[config.mk]
export PLATFORM = sky130hd
export DESIGN_NAME = alu_sweep_driver
export DESIGN_NICKNAME = d
export VERILOG_FILES = /design/src/rtl/alu_sweep_driver.sv
export SDC_FILE = /design/constraint.sdc
export NUM_CORES = 1
export LEC_CHECK = 0
export CAP_MARGIN = 5
export CORE_MARGIN = 4
export CORE_UTILIZATION = 50
export DETAILED_ROUTE_END_ITERATION = 8
export HOLD_SLACK_MARGIN = 0.15
export PLACE_DENSITY_LB_ADDON = 0.3
export SLEW_MARGIN = 15
export SYNTH_ARGS = -nofsm -noshare
export SYNTH_HDL_FRONTEND = slang
export SYNTH_SLANG_ARGS = --single-unit
export TNS_END_PERCENT = 100
[constraint.sdc]
create_clock -name clk -period 3.87 [get_ports clk]
set_input_delay 0.5805 -clock clk [delete_from_list [all_inputs] [get_ports clk]]
set_output_delay 0.5805 -clock clk [all_outputs]
set_load 0.02 [all_outputs]
[src/rtl/alu_sweep_driver.sv]
// Exhaustive self-test initiator for the 4-bit signed ALU: sweeps all {a,b,sel}
// vectors, checks y against a golden model, and records error count and first failure.
// Optional macro ALU_SWEEP_LOGIC_MASK_EN: logic-mode compares only alu_y[3:0].
`timescale 1ns/1ps
module alu_sweep_driver #(
  parameter int unsigned SETTLE_CYCLES = 1
) (
  input  logic        clk,
  input  logic        rst_n,
  input  logic        start,
  output logic [3:0]  alu_a,
  output logic [3:0]  alu_b,
  output logic [3:0]  alu_sel,
  input  logic [5:0]  alu_y,
  output logic        busy,
  output logic        done,
  output logic [12:0] err_count,
  output logic        first_err_valid,
  output logic [11:0] first_err_vec,
  output logic [5:0]  first_err_y
);

  localparam int unsigned SW = (SETTLE_CYCLES > 1) ? $clog2(SETTLE_CYCLES) : 1;
  localparam logic [SW-1:0] SETTLE_LAST = SW'(SETTLE_CYCLES - 1);

  typedef enum logic [1:0] {IDLE, DRIVE, CHECK, DONE} state_t;

  state_t        state_q, state_d;
  logic [11:0]   idx_q, idx_d;
  logic [SW-1:0] settle_q, settle_d;
  logic [11:0]   vec_q, vec_d;
  logic          busy_q, busy_d;
  logic          done_q, done_d;
  logic [12:0]   err_q, err_d;
  logic          fev_valid_q, fev_valid_d;
  logic [11:0]   fev_vec_q, fev_vec_d;
  logic [5:0]    fev_y_q, fev_y_d;

  logic [5:0]    expected;
  logic          mismatch;

  function automatic logic [5:0] golden(input logic [3:0] a, input logic [3:0] b,
                                        input logic [3:0] sel);
    logic [5:0] sa;
    logic [5:0] sb;
    logic [3:0] r;
    logic [5:0] res;
    sa  = {{2{a[3]}}, a};
    sb  = {{2{b[3]}}, b};
    r   = '0;
    res = '0;
    if (!sel[3]) begin
      case (sel[2:0])
        3'd0: res = sa + 6'd1;
        3'd1: res = sa - 6'd1;
        3'd2: res = {sa[4:0], 1'b0};
        3'd3: res = sb + 6'd1;
        3'd4: res = sb - 6'd1;
        3'd5: res = {sb[4:0], 1'b0};
        3'd6: res = sa + sb;
        default: res = {sa[3:0], 2'b00};
      endcase
    end else begin
      case (sel[2:0])
        3'd0: r = ~a;
        3'd1: r = ~b;
        3'd2: r = a & b;
        3'd3: r = a | b;
        3'd4: r = a ^ b;
        3'd5: r = a ~^ b;
        3'd6: r = ~(a & b);
        default: r = ~(a | b);
      endcase
      res = {2'b00, r};
    end
    return res;
  endfunction

  // The driven vector register always equals idx_q while a vector is applied.
  assign expected = golden(vec_q[11:8], vec_q[7:4], vec_q[3:0]);

`ifdef ALU_SWEEP_LOGIC_MASK_EN
  assign mismatch = vec_q[3] ? (alu_y[3:0] != expected[3:0]) : (alu_y != expected);
`else
  assign mismatch = (alu_y != expected);
`endif

  always_comb begin
    state_d     = state_q;
    idx_d       = idx_q;
    settle_d    = settle_q;
    vec_d       = vec_q;
    busy_d      = busy_q;
    done_d      = done_q;
    err_d       = err_q;
    fev_valid_d = fev_valid_q;
    fev_vec_d   = fev_vec_q;
    fev_y_d     = fev_y_q;
    case (state_q)
      IDLE, DONE: begin
        if (start) begin
          state_d     = DRIVE;
          idx_d       = '0;
          settle_d    = '0;
          vec_d       = '0;
          busy_d      = 1'b1;
          done_d      = 1'b0;
          err_d       = '0;
          fev_valid_d = 1'b0;
          fev_vec_d   = '0;
          fev_y_d     = '0;
        end
      end
      DRIVE: begin
        if (settle_q == SETTLE_LAST) begin
          state_d  = CHECK;
          settle_d = '0;
        end else begin
          settle_d = settle_q + 1'b1;
        end
      end
      CHECK: begin
        if (mismatch) begin
          err_d = err_q + 13'd1;
          if (!fev_valid_q) begin
            fev_valid_d = 1'b1;
            fev_vec_d   = idx_q;
            fev_y_d     = alu_y;
          end
        end
        if (idx_q == 12'hFFF) begin
          state_d = DONE;
          busy_d  = 1'b0;
          done_d  = 1'b1;
        end else begin
          idx_d   = idx_q + 12'd1;
          vec_d   = idx_q + 12'd1;
          state_d = DRIVE;
        end
      end
      default: state_d = IDLE;
    endcase
  end

  always_ff @(posedge clk) begin
    if (!rst_n) begin
      state_q     <= IDLE;
      idx_q       <= '0;
      settle_q    <= '0;
      vec_q       <= '0;
      busy_q      <= 1'b0;
      done_q      <= 1'b0;
      err_q       <= '0;
      fev_valid_q <= 1'b0;
      fev_vec_q   <= '0;
      fev_y_q     <= '0;
    end else begin
      state_q     <= state_d;
      idx_q       <= idx_d;
      settle_q    <= settle_d;
      vec_q       <= vec_d;
      busy_q      <= busy_d;
      done_q      <= done_d;
      err_q       <= err_d;
      fev_valid_q <= fev_valid_d;
      fev_vec_q   <= fev_vec_d;
      fev_y_q     <= fev_y_d;
    end
  end

  assign alu_a           = vec_q[11:8];
  assign alu_b           = vec_q[7:4];
  assign alu_sel         = vec_q[3:0];
  assign busy            = busy_q;
  assign done            = done_q;
  assign err_count       = err_q;
  assign first_err_valid = fev_valid_q;
  assign first_err_vec   = fev_vec_q;
  assign first_err_y     = fev_y_q;

endmodule
==> After elaboration in Yosys (flattened, before gate mapping) <==
Index checks and enable logic that the tools add are counted.
W data, S select, Z words.
{ "word_totals": {"ramBits": 0, "n_memories": 0, "reg_bits": 49, "inputBits": 9, "latchBits": 0, "rom_bits": 0} }
{ "classes": {"div": 0, "reduce_logical": 11, "mux": 30, "bitwise": 8, "shifts": 0, "add_sub_neg": 8, "eq_ne": 17, "multipliers": 0, "order_cmp": 0} }
{ "ops": {"columns": ["op", "count"], "rows": [
  ["$mux W12", 4],
  ["$pmux W12 S2", 2],
  ["$pmux W6 S7", 1],
  ["$pmux W4 S7", 1],
  ["$mux W13", 2],
  ["$pmux W13 S2", 1],
  ["$mux W6", 4],
  ["$not A4 Y4", 4],
  ["$add A13 B1 Y13 const B", 1],
  ["$add A12 B1 Y12 const B", 1],
  ["$eq A12 B12 Y1 const B", 1],
  ["$ne A2 B2 Y1 const B", 6],
  ["$pmux W6 S2", 1],
  ["$add A4 B2 Y5 const B", 2],
  ["$sub A4 B2 Y5 const B", 2],
  ["$eq A3 B3 Y1 const B", 3],
  ["$reduce_and A3 Y1", 3],
  ["$pmux W1 S2", 4],
  ["$eq A3 B2 Y1 const B", 2],
  ["$mux W1", 6],
  ["$mux W2", 3],
  ["$ne A6 B6 Y1", 1],
  ["$pmux W2 S3", 1],
  ["$add A4 B4 Y5", 1],
  ["14 further kinds", 17]
]} }

==> Longest topological paths before layout <==
{ "depth": {"word_depth": 7, "ltp_mapped": 13} }

==> Worst setup path before layout <==
Ideal clock, no wire load.
{ "synth_timing": {"kind": "register to register", "start": "register vec_q[9]", "end": "register err_q[3] (netlist: err_count[3])", "stages_incl_launch_ff": 12, "setup_slack_ns": 0.560, "synth_period_minus_slack_ns": 3.310, "t_arrival_ns": 3.195, "required_time_ns": 3.755, "setup_ns": 0.115, "cell_sequence": "dfxtp_1 clkbuf_1 inv_1 fa_1 nand2b_1 nand4_1 o311ai_0 or4_1 a222oi_1 a32oi_4 and4b_1 o21a_1"} }
{ "synth_via": {"elab_chain_cells": 7, "elab_cells_between_ends": 16} }
{ "synth_rtl": {"columns": ["item", "line_no", "text"], "rows": [
  ["start, declared", "31", "logic [11:0] vec_q, vec_d;"],
  ["start signal, assigned", "161", "vec_q <= vec_d;"],
  ["parallel branches: the longest is 3 deep, another holds $add A4 B4 Y5", null, null],
  ["$mux W6 *", "52", "if (!sel[3]) begin"],
  ["$ne A6 B6 Y1 *", "85", "assign mismatch = (alu_y != expected);"],
  ["$ne A2 B2 Y1 (no source line) *", null, null],
  ["$reduce_and A3 Y1 (no source line) *", null, null],
  ["end signal, assigned", "164", "err_q <= err_d;"],
  ["end, declared", "34", "logic [12:0] err_q, err_d;"]
]} }
Mark *: on every way between the ends.
A chain may end at the register's enable or synchronous reset.

==> Worst setup path after layout <==
{ "layout_timing": {"start": "register vec_q[1]", "end": "register err_q[2] (netlist: err_count[2])"} }
{ "layout_via": {"elab_chain_cells": 6, "elab_cells_between_ends": 13} }
{ "layout_rtl": {"columns": ["item", "line_no"], "rows": [
  ["$eq A3 B3 Y1, or another cell as far along", "53, 64"],
  ["$pmux W6 S7 / $pmux W4 S7 (equally long branches)", "53, 64"],
  ["$mux W6 *", "52"],
  ["$ne A6 B6 Y1 *", "85"],
  ["$ne A2 B2 Y1 (no source line) *", null],
  ["$reduce_and A3 Y1 (no source line) *", null]
]} }
Every way passes the cells marked *; elsewhere a longest branch is shown, timed or not.

==> flow_summary.ini <==
[outcome]
status = complete, no violations

[power_and_ir_drop]
powerDensity_nw_per_um2 = 394.0
vdd_drop_max_mv = 0.3935
p_leak_nw = 1.642

[worst_setup_path]
crit_required_ps = 4090
r2r_cells = 12
end_kind = flip-flop
critPathTopFamily = compound AO/OA/AOI/OAI gates
cpPeakStageDelay_ps = 530
worstPathMaxFanout = 14
path_cells = inv_1 -> ha_1 -> nor3b_1 -> a211o_1 -> or4_1 -> o31ai_2 -> a222oi_1 -> buf_4 -> a32oi_4 -> buf_4 -> o21ai_2 -> a32o_1
cp_common_cell = buf_4
worst-setup-path-type = reg -> reg
cp.depth = 12
start_kind = flip-flop
slowest_stage = a32oi_4
crit_arrival_ps = 3840
path_buf_inv = 3

[floorplan]
rows = 30
start_util = 0.5191
die_x_um = 92.45
die_area_um2 = 8547
chipHeight_um = 92.45
ioPinCount = 55
core_area_um2 = 6869

[logic_synthesis]
ys_seq_area_frac = 0.2695
synth-seq-cells = 48
synth_top_area_frac = 0.2695
synthArstFlopShare = 0
synth_nets = 472
synth_cells = 440
synth_top_cell_by_area = dfxtp_1
synth_edf_count = 0
synth_area_leaders = dfxtp_1, mux2i_1, ha_1
ys.flop_type = dfxtp_1
syn-cell-area_um2 = 3566
synth_common_cells = dfxtp_1, nand2_1, nand3_1, mux2i_1, ha_1
ys_types = 70
post-synth-top-count-cell = dfxtp_1
syn_avg_cell_area_um2 = 8.104
yosysWarningCount = 0

[detailed_routing]
ant_nets = 0
vias = 3506
drt-initial-drc-count = 218
vias_per_cell = 5.973
drc = 0
first_pass_iters = 5
drt-total-wl_mm = 10.26
wire_per_inst_um = 17.49

[global_routing]
grt_pass1_wl_mm = 16.93
grt-busiest-layer = met2
grt_max_degree = 40
grtUsageMet1 = 0.3167
grt_overflow_total = 0
antenna_found_initial = 0
grt_use_total = 0.2450
grt_pass1_vias = 3386
grt_use_met3 = 0.04305
use_met2 = 0.3934

[run]
cap_violations = 0

[clocking]
clkLatencyLatePin_ps = 310
cts_tree = yes
post_cts_resized = 0
cts.reportedPaths.clkPinSlew_ps = 100
cts_sinks = 48
cts_setup_buffers = 0
h-tree-depth = 2
clock_path_buffers = 2
ctsHoldBuffers = 0
cts_made_buffers = 5
root_buffer = clkbuf_8

[sta]
final-setup-viol-count = 0
slew_headroom = 0.5808
period_share = 0.9368
finClkSkew_ps = 7.779
max_freq_mhz = 275.8
final_max_slew_viol_count = 0
totalNegativeSetupSlack_ps = 0
tightest_slew_ps = 620.9
rsz0062_at_grt = false
fin_crit_ps = 3625
hold_viol = 0
hold_slack_ps = 462.4

[cells_and_area]
num_antenna_cells = 0
fin_nets = 522
syn_to_final_growth_pct = 22.03
fin_util = 0.6335
drive_gt1_frac = 0.09369

[placed_design]
globalplace.congestion = 0.9651
hpwlAfterDp_mm = 7.343
io_buffer_count = 54

[worst_hold_path]
min_path_cells = 2
hold_path_class = reg -> reg
-- kinds of logic (layout without fill, tap and decap cells) --
kind of cell               count (synthesis)  after routing  share of synthesized area
AOI/OAI and AO/OA                         85             85                     0.1779
buffers and inverters                     50            101                    0.06772
xor gates and xnor gates                  12             12                    0.02947
and+or+nand+nor                          190            190                     0.2821
muxes                                     32             32                    0.09053
adders and majority gates                 23             23                    0.08281
DFF                                       48             48                     0.2695
-- layer usage --
layer,part of all wire,routed length (µm)
met5,0,0
met4,0.035,355
met3,0.066,677
met2,0.47,4858
met1,0.43,4373
-- per-stage QoR --
step	power, mW	instances	worst slack (ps)	instance area, µm²
finish	1.715	587	244.7	4352
global route	1.809	587	32.59	4352
CTS	1.721	587	183.6	4349
detailed placement	1.265	579	199.1	4212
global placement	1.252	579	367.3	4212
floorplan	1.120	440	560.3	3566
-- cells in the final DEF, fill, tap and decap left out, drive strengths merged, types with 4 or more instances in the layout --
cell / instances
clkdlybuf4s50: 53
dfxtp: 48
nand2: 43
nand3: 42
mux2i: 30
buf: 23
ha: 22
nor2: 20
nand2b: 19
a21oi: 18
nor3: 17
inv: 17
a21boi: 13
o21ai: 12
and3: 8
xnor2: 7
nor2b: 6
or3: 6
o21a: 6
xor2: 5
clkbuf: 5
and2: 5
nand4: 4
-- registers in the layout, summed over array words and instances, names as in the netlist --
name             count
busy                 1
done                 1
err_count           13
first_err_valid      1
first_err_vec       12
first_err_y          6
state_q              2
vec_q               12
-- area by class of cell --
cell class	instances	area, µm²
Clock buffer	5	68.82
Sequential cell	48	960.9
Tap cell	96	120.1
Inverter	17	66.31
Multi-Input combinational cell	342	2366
Timing Repair Buffer	76	700.7
Clock inverter	3	68.82
Fill cell	630	2517
-- power breakdown --
group,internal [mW],switching [mW],leakage [nW]
clock network,0.261,0.195,0.0687
registers,0.526,0.0266,0.388
logic,0.279,0.428,1.18
-- path summary, 6_finish.rpt --
kind	startpoint	slack, ps	end
max	vec_q[1]	240	err_count[2]
min	first_err_vec[3]	460	first_err_vec[3]
max reg2reg	vec_q[1]	240	err_count[2]
min reg2reg	first_err_vec[3]	460	first_err_vec[3]
-- worst reg2reg max path: stages (launching register included) --
cell and delay (ps):
dfxtp_1 470, inv_1 120, ha_1 330, nor3b_1 200
a211o_1 290, or4_1 410, o31ai_2 270, a222oi_1 160
buf_4 170, a32oi_4 530, buf_4 270, o21ai_2 60
a32o_1 250
Note: power is estimated with default switching activity, not from simulation.
